## config.mk

```make
export PLATFORM = sky130hd
export DESIGN_NAME = wb_dbus_arbiter2_flat
export DESIGN_NICKNAME = d
export VERILOG_FILES = /design/src/rtl/wb_dbus_arbiter2_pkg.sv /design/src/rtl/wb_dbus_arbiter2_if.sv /design/src/rtl/wb_dbus_arbiter2_watchdog.sv /design/src/rtl/wb_dbus_arbiter2.sv /design/src/flat_wrapper.sv
export SDC_FILE = /design/constraint.sdc
export NUM_CORES = 1
export LEC_CHECK = 0
export CAP_MARGIN = 20
export CORE_AREA = 2 2 125 127
export DETAILED_ROUTE_END_ITERATION = 8
export DIE_AREA = 0 0 127 129
export SYNTH_ARGS = -nofsm -noshare
export SYNTH_HDL_FRONTEND = slang
export SYNTH_SLANG_ARGS = --single-unit
```

## constraint.sdc

```tcl
create_clock -name wb_clk_i -period 3.2 [get_ports wb_clk_i]
set_input_delay 0.8 -clock wb_clk_i [delete_from_list [all_inputs] [get_ports wb_clk_i]]
set_output_delay 0.8 -clock wb_clk_i [all_outputs]
set_load 0.005 [all_outputs]
```

## src/rtl/wb_dbus_arbiter2_pkg.sv

```systemverilog
// Shared types and constants for the two-master Wishbone data-bus arbiter.
package wb_dbus_arbiter2_pkg;

    localparam int unsigned ADR_W = 32;
    localparam int unsigned DAT_W = 32;
    localparam int unsigned SEL_W = 4;

    typedef enum logic [1:0] {
        ST_IDLE = 2'b00,
        ST_GNT0 = 2'b01,
        ST_GNT1 = 2'b10,
        ST_TERM = 2'b11
    } state_e;

    localparam logic [1:0] GNT_NONE = 2'b00;
    localparam logic [1:0] GNT_M0   = 2'b01;
    localparam logic [1:0] GNT_M1   = 2'b10;

    // Request-side payload forwarded from the granted master to the slave
    typedef struct packed {
        logic [ADR_W-1:0] adr;
        logic [DAT_W-1:0] dat;
        logic             we;
        logic [SEL_W-1:0] sel;
        logic             cyc;
        logic             stb;
    } wb_req_t;

    // One-hot grant vector for master index m (0 -> M0, 1 -> M1)
    function automatic logic [1:0] grant_of(input logic m);
        return m ? GNT_M1 : GNT_M0;
    endfunction

endpackage

```

## src/rtl/wb_dbus_arbiter2_if.sv

```systemverilog
// Wishbone classic bus bundle; err is only ever raised by the arbiter toward its masters.
interface wb_dbus_arbiter2_if;
    import wb_dbus_arbiter2_pkg::*;

    logic [ADR_W-1:0] adr;
    logic [DAT_W-1:0] dat_w;
    logic [DAT_W-1:0] dat_r;
    logic             we;
    logic [SEL_W-1:0] sel;
    logic             cyc;
    logic             stb;
    logic             ack;
    logic             err;

    modport master (
        output adr, dat_w, we, sel, cyc, stb,
        input  dat_r, ack
    );

    modport slave (
        input  adr, dat_w, we, sel, cyc, stb,
        output dat_r, ack, err
    );

endinterface

```

## src/rtl/wb_dbus_arbiter2_watchdog.sv

```systemverilog
// Stall watchdog: counts consecutive stalled cycles and flags the one that would reach all-ones.
module wb_watchdog #(
    parameter int unsigned TIMEOUT_W = 8
) (
    input  logic clk,
    input  logic rst_n,
    input  logic i_clr,
    input  logic i_stall,
    output logic o_expire_c
);

    // Count value at which one more stalled cycle completes 2^TIMEOUT_W-1 stalls
    localparam logic [TIMEOUT_W-1:0] CNT_LAST = ~(TIMEOUT_W'(1));

    logic [TIMEOUT_W-1:0] r_count;

    // An ack in the same cycle clears i_stall, so ack always beats expiry
    assign o_expire_c = i_stall && (r_count == CNT_LAST);

    // Stall counter, cleared on ack, on leaving a grant, or on expiry
    always_ff @(posedge clk or negedge rst_n) begin
        if (!rst_n) begin
            r_count <= '0;
        end else if (i_clr || o_expire_c) begin
            r_count <= '0;
        end else if (i_stall) begin
            r_count <= r_count + TIMEOUT_W'(1);
        end
    end

endmodule

```

## src/rtl/wb_dbus_arbiter2.sv

```systemverilog
// Two-master round-robin Wishbone arbiter with cycle lock and stall watchdog.
module wb_dbus_arbiter2
    import wb_dbus_arbiter2_pkg::*;
#(
    parameter int unsigned TIMEOUT_W = 8
) (
    input  logic                      wb_clk_i,
    input  logic                      wb_rst_i,
    wb_dbus_arbiter2_if.slave         wb_m0,
    wb_dbus_arbiter2_if.slave         wb_m1,
    wb_dbus_arbiter2_if.master        wb_s,
    output logic [1:0]                grant_o
);

    state_e     r_state;
    state_e     w_state_nxt;
    logic       r_last_grant;
    logic       w_last_nxt;
    logic       r_err_pending;
    logic       w_err_nxt;
    logic [1:0] r_grant;
    logic [1:0] w_grant_nxt;

    logic       w_in_gnt;
    logic       w_own_cyc;
    logic       w_other_cyc;
    logic       w_stall;
    logic       w_clr;
    logic       w_expire;

    wb_req_t    w_req_m0;
    wb_req_t    w_req_m1;
    wb_req_t    w_req;

    assign w_req_m0 = '{adr: wb_m0.adr, dat: wb_m0.dat_w, we: wb_m0.we,
                        sel: wb_m0.sel, cyc: wb_m0.cyc, stb: wb_m0.stb};
    assign w_req_m1 = '{adr: wb_m1.adr, dat: wb_m1.dat_w, we: wb_m1.we,
                        sel: wb_m1.sel, cyc: wb_m1.cyc, stb: wb_m1.stb};

    assign w_in_gnt    = (r_state == ST_GNT0) || (r_state == ST_GNT1);
    assign w_own_cyc   = r_last_grant ? wb_m1.cyc : wb_m0.cyc;
    assign w_other_cyc = r_last_grant ? wb_m0.cyc : wb_m1.cyc;
    assign w_stall     = w_in_gnt && w_req.cyc && w_req.stb && !wb_s.ack;
    assign w_clr       = !w_in_gnt || wb_s.ack;
    assign grant_o     = r_grant;

    wb_watchdog #(
        .TIMEOUT_W  (TIMEOUT_W)
    ) u_watchdog (
        .clk        (wb_clk_i),
        .rst_n      (wb_rst_i),
        .i_clr      (w_clr),
        .i_stall    (w_stall),
        .o_expire_c (w_expire)
    );

    // Next-state: round-robin on ties, lock while cyc held, release hands over directly
    always_comb begin
        w_state_nxt = r_state;
        w_last_nxt  = r_last_grant;
        w_err_nxt   = 1'b0;
        w_grant_nxt = GNT_NONE;
        case (r_state)
            ST_IDLE: begin
                if (wb_m0.cyc && wb_m1.cyc) begin
                    w_state_nxt = r_last_grant ? ST_GNT0 : ST_GNT1;
                end else if (wb_m0.cyc) begin
                    w_state_nxt = ST_GNT0;
                end else if (wb_m1.cyc) begin
                    w_state_nxt = ST_GNT1;
                end
            end
            ST_GNT0: begin
                if (!wb_m0.cyc) begin
                    w_state_nxt = wb_m1.cyc ? ST_GNT1 : ST_IDLE;
                end else if (w_expire) begin
                    w_state_nxt = ST_TERM;
                    w_err_nxt   = 1'b1;
                end
            end
            ST_GNT1: begin
                if (!wb_m1.cyc) begin
                    w_state_nxt = wb_m0.cyc ? ST_GNT0 : ST_IDLE;
                end else if (w_expire) begin
                    w_state_nxt = ST_TERM;
                    w_err_nxt   = 1'b1;
                end
            end
            ST_TERM: begin
                if (!w_own_cyc) begin
                    if (w_other_cyc) begin
                        w_state_nxt = r_last_grant ? ST_GNT0 : ST_GNT1;
                    end else begin
                        w_state_nxt = ST_IDLE;
                    end
                end
            end
            default: w_state_nxt = ST_IDLE;
        endcase

        if (w_state_nxt == ST_GNT0) begin
            w_last_nxt = 1'b0;
        end else if (w_state_nxt == ST_GNT1) begin
            w_last_nxt = 1'b1;
        end

        case (w_state_nxt)
            ST_GNT0: w_grant_nxt = GNT_M0;
            ST_GNT1: w_grant_nxt = GNT_M1;
            ST_TERM: w_grant_nxt = grant_of(w_last_nxt);
            default: w_grant_nxt = GNT_NONE;
        endcase
    end

    // State, grant history, pending error and visible grant registers
    always_ff @(posedge wb_clk_i or negedge wb_rst_i) begin
        if (!wb_rst_i) begin
            r_state       <= ST_IDLE;
            r_last_grant  <= 1'b1;
            r_err_pending <= 1'b0;
            r_grant       <= GNT_NONE;
        end else begin
            r_state       <= w_state_nxt;
            r_last_grant  <= w_last_nxt;
            r_err_pending <= w_err_nxt;
            r_grant       <= w_grant_nxt;
        end
    end

    // Request path: route the granted master to the slave; TERM and IDLE drive zeros
    always_comb begin
        w_req = '0;
        case (r_state)
            ST_GNT0: w_req = w_req_m0;
            ST_GNT1: w_req = w_req_m1;
            default: w_req = '0;
        endcase
    end

    assign wb_s.adr   = w_req.adr;
    assign wb_s.dat_w = w_req.dat;
    assign wb_s.we    = w_req.we;
    assign wb_s.sel   = w_req.sel;
    assign wb_s.cyc   = w_req.cyc;
    assign wb_s.stb   = w_req.stb;

    // Response path: only the granted master sees slave data/ack; err only in TERM
    always_comb begin
        wb_m0.dat_r = '0;
        wb_m0.ack   = 1'b0;
        wb_m0.err   = 1'b0;
        wb_m1.dat_r = '0;
        wb_m1.ack   = 1'b0;
        wb_m1.err   = 1'b0;
        case (r_state)
            ST_GNT0: begin
                wb_m0.dat_r = wb_s.dat_r;
                wb_m0.ack   = wb_s.ack;
            end
            ST_GNT1: begin
                wb_m1.dat_r = wb_s.dat_r;
                wb_m1.ack   = wb_s.ack;
            end
            ST_TERM: begin
                if (r_last_grant) begin
                    wb_m1.err = r_err_pending;
                end else begin
                    wb_m0.err = r_err_pending;
                end
            end
            default: ;
        endcase
    end

endmodule

```

## src/flat_wrapper.sv

```systemverilog
// flat-port wrapper written by rule: the top's interface ports become plain ports
module wb_dbus_arbiter2_flat import wb_dbus_arbiter2_pkg::*;
#(
    parameter int unsigned TIMEOUT_W = 8
)
  (wb_clk_i, wb_rst_i, grant_o, wb_m0_adr, wb_m0_dat_w, wb_m0_we, wb_m0_sel, wb_m0_cyc, wb_m0_stb, wb_m0_dat_r, wb_m0_ack, wb_m0_err, wb_m1_adr, wb_m1_dat_w, wb_m1_we, wb_m1_sel, wb_m1_cyc, wb_m1_stb, wb_m1_dat_r, wb_m1_ack, wb_m1_err, wb_s_adr, wb_s_dat_w, wb_s_we, wb_s_sel, wb_s_cyc, wb_s_stb, wb_s_dat_r, wb_s_ack);
  wb_dbus_arbiter2_if wb_m0_i ();
  wb_dbus_arbiter2_if wb_m1_i ();
  wb_dbus_arbiter2_if wb_s_i ();
  input  logic wb_clk_i;
  input  logic wb_rst_i;
  output logic [1:0] grant_o;
  input wire logic [$bits(wb_m0_i.adr)-1:0] wb_m0_adr;
  input wire logic [$bits(wb_m0_i.dat_w)-1:0] wb_m0_dat_w;
  input wire logic [$bits(wb_m0_i.we)-1:0] wb_m0_we;
  input wire logic [$bits(wb_m0_i.sel)-1:0] wb_m0_sel;
  input wire logic [$bits(wb_m0_i.cyc)-1:0] wb_m0_cyc;
  input wire logic [$bits(wb_m0_i.stb)-1:0] wb_m0_stb;
  output wire logic [$bits(wb_m0_i.dat_r)-1:0] wb_m0_dat_r;
  output wire logic [$bits(wb_m0_i.ack)-1:0] wb_m0_ack;
  output wire logic [$bits(wb_m0_i.err)-1:0] wb_m0_err;
  input wire logic [$bits(wb_m1_i.adr)-1:0] wb_m1_adr;
  input wire logic [$bits(wb_m1_i.dat_w)-1:0] wb_m1_dat_w;
  input wire logic [$bits(wb_m1_i.we)-1:0] wb_m1_we;
  input wire logic [$bits(wb_m1_i.sel)-1:0] wb_m1_sel;
  input wire logic [$bits(wb_m1_i.cyc)-1:0] wb_m1_cyc;
  input wire logic [$bits(wb_m1_i.stb)-1:0] wb_m1_stb;
  output wire logic [$bits(wb_m1_i.dat_r)-1:0] wb_m1_dat_r;
  output wire logic [$bits(wb_m1_i.ack)-1:0] wb_m1_ack;
  output wire logic [$bits(wb_m1_i.err)-1:0] wb_m1_err;
  output wire logic [$bits(wb_s_i.adr)-1:0] wb_s_adr;
  output wire logic [$bits(wb_s_i.dat_w)-1:0] wb_s_dat_w;
  output wire logic [$bits(wb_s_i.we)-1:0] wb_s_we;
  output wire logic [$bits(wb_s_i.sel)-1:0] wb_s_sel;
  output wire logic [$bits(wb_s_i.cyc)-1:0] wb_s_cyc;
  output wire logic [$bits(wb_s_i.stb)-1:0] wb_s_stb;
  input wire logic [$bits(wb_s_i.dat_r)-1:0] wb_s_dat_r;
  input wire logic [$bits(wb_s_i.ack)-1:0] wb_s_ack;
  assign wb_m0_i.adr = wb_m0_adr;
  assign wb_m0_i.dat_w = wb_m0_dat_w;
  assign wb_m0_i.we = wb_m0_we;
  assign wb_m0_i.sel = wb_m0_sel;
  assign wb_m0_i.cyc = wb_m0_cyc;
  assign wb_m0_i.stb = wb_m0_stb;
  assign wb_m0_dat_r = wb_m0_i.dat_r;
  assign wb_m0_ack = wb_m0_i.ack;
  assign wb_m0_err = wb_m0_i.err;
  assign wb_m1_i.adr = wb_m1_adr;
  assign wb_m1_i.dat_w = wb_m1_dat_w;
  assign wb_m1_i.we = wb_m1_we;
  assign wb_m1_i.sel = wb_m1_sel;
  assign wb_m1_i.cyc = wb_m1_cyc;
  assign wb_m1_i.stb = wb_m1_stb;
  assign wb_m1_dat_r = wb_m1_i.dat_r;
  assign wb_m1_ack = wb_m1_i.ack;
  assign wb_m1_err = wb_m1_i.err;
  assign wb_s_adr = wb_s_i.adr;
  assign wb_s_dat_w = wb_s_i.dat_w;
  assign wb_s_we = wb_s_i.we;
  assign wb_s_sel = wb_s_i.sel;
  assign wb_s_cyc = wb_s_i.cyc;
  assign wb_s_stb = wb_s_i.stb;
  assign wb_s_i.dat_r = wb_s_dat_r;
  assign wb_s_i.ack = wb_s_ack;
  wb_dbus_arbiter2 #(.TIMEOUT_W(TIMEOUT_W)) u_core (.wb_clk_i(wb_clk_i), .wb_rst_i(wb_rst_i), .wb_m0(wb_m0_i), .wb_m1(wb_m1_i), .wb_s(wb_s_i), .grant_o(grant_o));
endmodule
```

Word level (Yosys, flattened, before mapping)

Index checks and enable logic that the tools add are counted.

Flip-flop bits (word level): 14
Input port bits: 177
Word-level logic and storage cells: 58

Add/subtract/negate cells: 1
Equal/unequal tests: 7
Multiplexer cells: 33
Reductions and logical operators: 12

Operator list:

| kind                  | count |
|---|---|
| $pmux W71 S2          | 1 |
| $mux W32              | 2 |
| $mux W2               | 11 |
| $mux W8               | 2 |
| $mux W1               | 14 |
| $add A8 B1 Y8 const B | 1 |
| $eq A2 B2 Y1 const B  | 4 |
| $eq A8 B8 Y1 const B  | 1 |
| $pmux W2 S4           | 1 |
| $pmux W2 S3           | 1 |
| $logic_and A1 B1 Y1   | 5 |
| $eq A2 B1 Y1 const B  | 2 |
| $logic_or A1 B1 Y1    | 3 |
| $logic_not A1 Y1      | 2 |
| $logic_not A2 Y1      | 1 |
| $pmux W1 S2           | 1 |
| $reduce_bool A2 Y1    | 1 |

Longest topological paths before layout

Word-level depth: 14
Mapped depth: 9
Depth with buffers taken out: 8

Cells and area by module

Synthesis repeated with hierarchy kept, for this count alone.

Cell total of the unflattened synthesis: 336
Area total of the unflattened synthesis: 2,234.6 µm²

Modules (own cells, without submodules):

| module           | instances | cells an instance | area each (µm²) | seq. area each (µm²) |
|---|---|---|---|---|
| wb_dbus_arbiter2 | 1         | 291               | 1,791.7         | 151.4 |
| wb_watchdog      | 1         | 45                | 442.9           | 200.2 |

Worst setup path before layout

No wires, ideal clock.

Kind: register -> output
From: register u_core.r_state[1]
To: output port wb_m0_dat_r[10]
Arrival time: 1.672 ns
Required time: 2.400 ns
Setup slack: 0.728 ns
Stages on the path, launching flop included: 8
Path through: dfrtp_1 inv_1 ha_1 buf_2 clkbuf_1 clkbuf_1 clkbuf_1 and2_1

Word-level cells in the longest chain between the ends: 2

Ends and longest elaborated chain:

| what                   | RTL line                | RTL |
|---|---|---|
| from (decl)            | wb_dbus_arbiter2.sv:15  | `state_e r_state;` |
| from (signal assigned) | wb_dbus_arbiter2.sv:123 | `r_state <= w_state_nxt;` |
| $eq A2 B1 Y1           | wb_dbus_arbiter2.sv:155 | `case (r_state)` |
| $mux W32               | wb_dbus_arbiter2.sv:155 |  |
| to (decl)              | flat_wrapper.sv:19      | `output wire logic [$bits(wb_m0_i.dat_r)-1:0] wb_m0_dat_r;` |

Every way passes these cells.

Final worst setup path

From: register u_core.r_state[1]
To: output port wb_s_adr[23]

Word-level cells in the longest chain between the ends: 2

Ends and longest elaborated chain:

| what                                                | RTL line                | RTL |
|---|---|---|
| $eq A2 B2 Y1 / $eq A2 B1 Y1 (equally long branches) | wb_dbus_arbiter2.sv:133 | `case (r_state)` |
| $pmux W71 S2 (*)                                    | wb_dbus_arbiter2.sv:133 |  |
| to (decl)                                           | flat_wrapper.sv:31      | `output wire logic [$bits(wb_s_i.adr)-1:0] wb_s_adr;` |

Mark *: on every way between the ends. The rest lies on a longest branch, timed or not.

==> run_results.csv <==
group,metric,value,unit
run_status,status,"finished, final reports clean",
finish,drive_above_1_share,3.50,%
timing,finalSetupTns,0,ns
worst_setup_path,worst-r2r-setup-slack,0.63,ns
grt,grt_first_pass_wirelength,18600,µm
timing,slew_viol_final,0,
synth,synthXorXnorAreaFrac,1.81,%
synth,avgSynthCellArea,7.19,µm²
synth,synth_compound_area_share,29.8,%
synth,syn_inst,336,
die,rows,45,
die,core-area,15000,µm²
grt,grt_pass1_vias,3573,
drt,first_iter_violations,143,
worst_setup_path,end_kind,"output pin",
synth,synth_edf_count,0,
power_and_ir_drop,finalPower,3.99,mW
hold_path,hold_path_class,"reg2reg",
worst_setup_path,r2r_cells,8,
drt,drc,0,
worst_setup_path,r2r_end,"u_core.grant_o[1]",
cts,clock_latency,0.24,ns
synth,synth.largest_area_cell,"a22oi_1",
synth,ys_warn_count,0,
power_and_ir_drop,p_leak,2.08,nW
synth,synth_fa_ha_area_share,3.11,%
timing,post-route-min-period,3.00,ns
drt,drt_first_pass_iters,4,
job,drv_cap,0,
synth,ys_seq_elements,14,
grt,grt.total_usage,13.8,%
worst_setup_path,r2r_start,"u_core.r_state[1]",
place,dp_hpwl,10400,µm
timing,timing.slew.headroom,54.8,%
finish,antenna-diode-count,0,
cts,cts_root_buffer,"clkbuf_16",
worst_setup_path,startpoint_type,"flip-flop",
worst_setup_path,worstSetupPathType,"reg2out",
synth,synthMuxAreaShare,0.414,%
synth,post-synth-top-count-cell,"nor2b_1",
drt,via_per_inst,4.40,
synth,synth_area,2420,µm²
drt,routed.top_layer,"met4",
drt,wl,12500,µm
timing,skew,0.00330,ns
place,port_buffers,317,
cts,cts_buffers,3,
synth,yosysSeqAreaShare,14.6,%
grt,antenna_found_initial,0,
die,die-area,16400,µm²
timing,setup_viol,0,
power_and_ir_drop,power_density,675,nW/µm²
grt,grt_max_degree,68,
cts,cts_hold_buf,0,
worst_setup_path,arrival,2.20,ns
synth,synth_async_sr_flop_share,100,%
cts,htreeDepth,1,
timing,rsz0062_at_grt,"false",
synth,synthSimpleGateAreaFrac,43.2,%
synth,synth_cell_types,36,
die,die_h,129,µm
timing,tightest_slew,0.675,ns
synth,synth_commonest_cells,"nor2b_1, a22oi_1, and2_1",
cts,cts_sinks,14,
synth,synth_top_area_share,22.1,%
drt,met2WireLength,6560,µm
die,ios,318,
die,start_util,16.1,%
grt,grt-ovfl-total,0,
drt,num_vias,3597,
drt,post_drt_wl_per_cell,15.3,µm
place,dpl.cell_count,813,
finish,area_growth,145,%
finish,post-route-cell-area,5910,µm²
worst_setup_path,crit_end,"wb_s_adr[23]",
synth,synth_fp_nets,519,
worst_setup_path,setup.worst_path.start,"u_core.r_state[1]",
cts,ctsLongestPathBuffers,2,
timing,finalHoldViolations,0,
synth,synthTopCellsByArea,"a22oi_1, nor2b_1, and2_1",
place,gp_congestion,0.861,
power_and_ir_drop,ir_drop,296,µV
cts,cts.clk_slew.worst_paths,0.04,ns
worst_setup_path,critPathRequiredTime,2.40,ns
place,placed_area,5810,µm²
finish,stdcell_count,817,
timing,period_share,93.9,%
drt,wl_met3,1070,µm
timing,max_freq,0.333,GHz
cts,cts_setup_buffers,0,
worst_setup_path,crit_fanout,54,
cts,cts_tree,"done",
die,die_w,127,µm
finish,nets,813,
synth,synth_top_family_by_area,"simple AND/OR/NAND/NOR gates",
synth,synth-main-ff-cell,"dfrtp_1",
drt,ant_nets,0,
drt,routedLengthMet1,4740,µm
## sequential cells by signal (all words and copies together), names as in the netlist
name                       flops
u_core.u_watchdog.r_count      8
u_core.grant_o                 2
u_core.r_state                 2
u_core.r_err_pending           1
u_core.r_last_grant            1
## timing repair
item	in CTS	in global routing
gates resized for setup	0	2
endpoints found under the hold margin	0	0
setup endpoints to repair	0	3
## layer usage
metal / vias up / GRT usage [%]
li1: 1759 / -
met1: 1635 / 16.0
met2: 187 / 25.7
met3: 16 / 3.33
met4: 0 / 2.84
met5: - / 0
## kinds of logic after synthesis
family	after synthesis
and+or+nand+nor	171
AOI/OAI and AO/OA	96
buffers and inverters	43
DFF	14
adders and majority gates	6
xor gates and xnor gates	5
muxes	1
## power by group
part,leakage [nW],internal [mW],switching [mW]
clock network,0.0442,0.189,0.0695
logic,1.85,2.05,1.42
registers,0.186,0.217,0.0431
## area by class of cell
type | count | area [µm²]
Multi-Input combinational cell | 279 | 1920
Clock buffer | 4 | 88.8
Sequential cell | 14 | 352
Tap cell | 188 | 235
Fill cell | 1515 | 9070
Timing Repair Buffer | 324 | 3280
Inverter | 8 | 30.0
## worst min path at each step
stage | slack, ns | endpoint | from | cells past startpoint
4_1_cts | 0.54 | u_core.r_last_grant | u_core.r_last_grant | 1
2_1_floorplan | 0.50 | u_core.grant_o[0] | wb_rst_i | 0
3_3_place_gp | 0.54 | u_core.r_last_grant | u_core.r_last_grant | 1
6_report | 0.54 | u_core.r_last_grant | u_core.r_last_grant | 1
5_1_grt | 0.57 | u_core.r_last_grant | u_core.r_last_grant | 1
3_5_place_dp | 0.54 | u_core.r_last_grant | u_core.r_last_grant | 1
## through the flow
stage | utilization (%) | hold slack, ns | setup slack (ns)
after detailed placement | 38.8 | 0.536 | 0.220
after global placement | 38.8 | 0.536 | 0.238
after floorplan | - | 0.504 | 0.728
after global routing | 39.5 | 0.568 | 0.0389
final | 39.5 | 0.542 | 0.196
after CTS | 39.4 | 0.542 | 0.129
## worst max-delay path, cell delays in order, from the launching register on
cell and delay, ns:
dfrtp_1 0.46, inv_1 0.15, ha_4 0.26, buf_12 0.24, a22oi_1 0.12, nor2b_1 0.14
clkdlybuf4s50_1 0.55
## cells in the final DEF (no fill, tap or decap), types with 3 or more instances in the layout
| cell type | synthesis | final |
|---|---|---|
| o22ai_1 | 3 | 3 |
| clkbuf_16 | 0 | 3 |
| a21oi_1 | 7 | 7 |
| nor2_1 | 10 | 10 |
| inv_1 | 8 | 8 |
| nor2b_1 | 76 | 76 |
| and2_1 | 67 | 67 |
| clkdlybuf4s50_1 | 0 | 317 |
| xnor2_1 | 5 | 5 |
| buf_12 | 0 | 4 |
| dfrtp_1 | 13 | 13 |
| nand2_1 | 6 | 6 |
| a22oi_1 | 71 | 71 |
| ha_1 | 6 | 3 |
| nand3_1 | 3 | 3 |
Power figures use the tool's default switching activity.
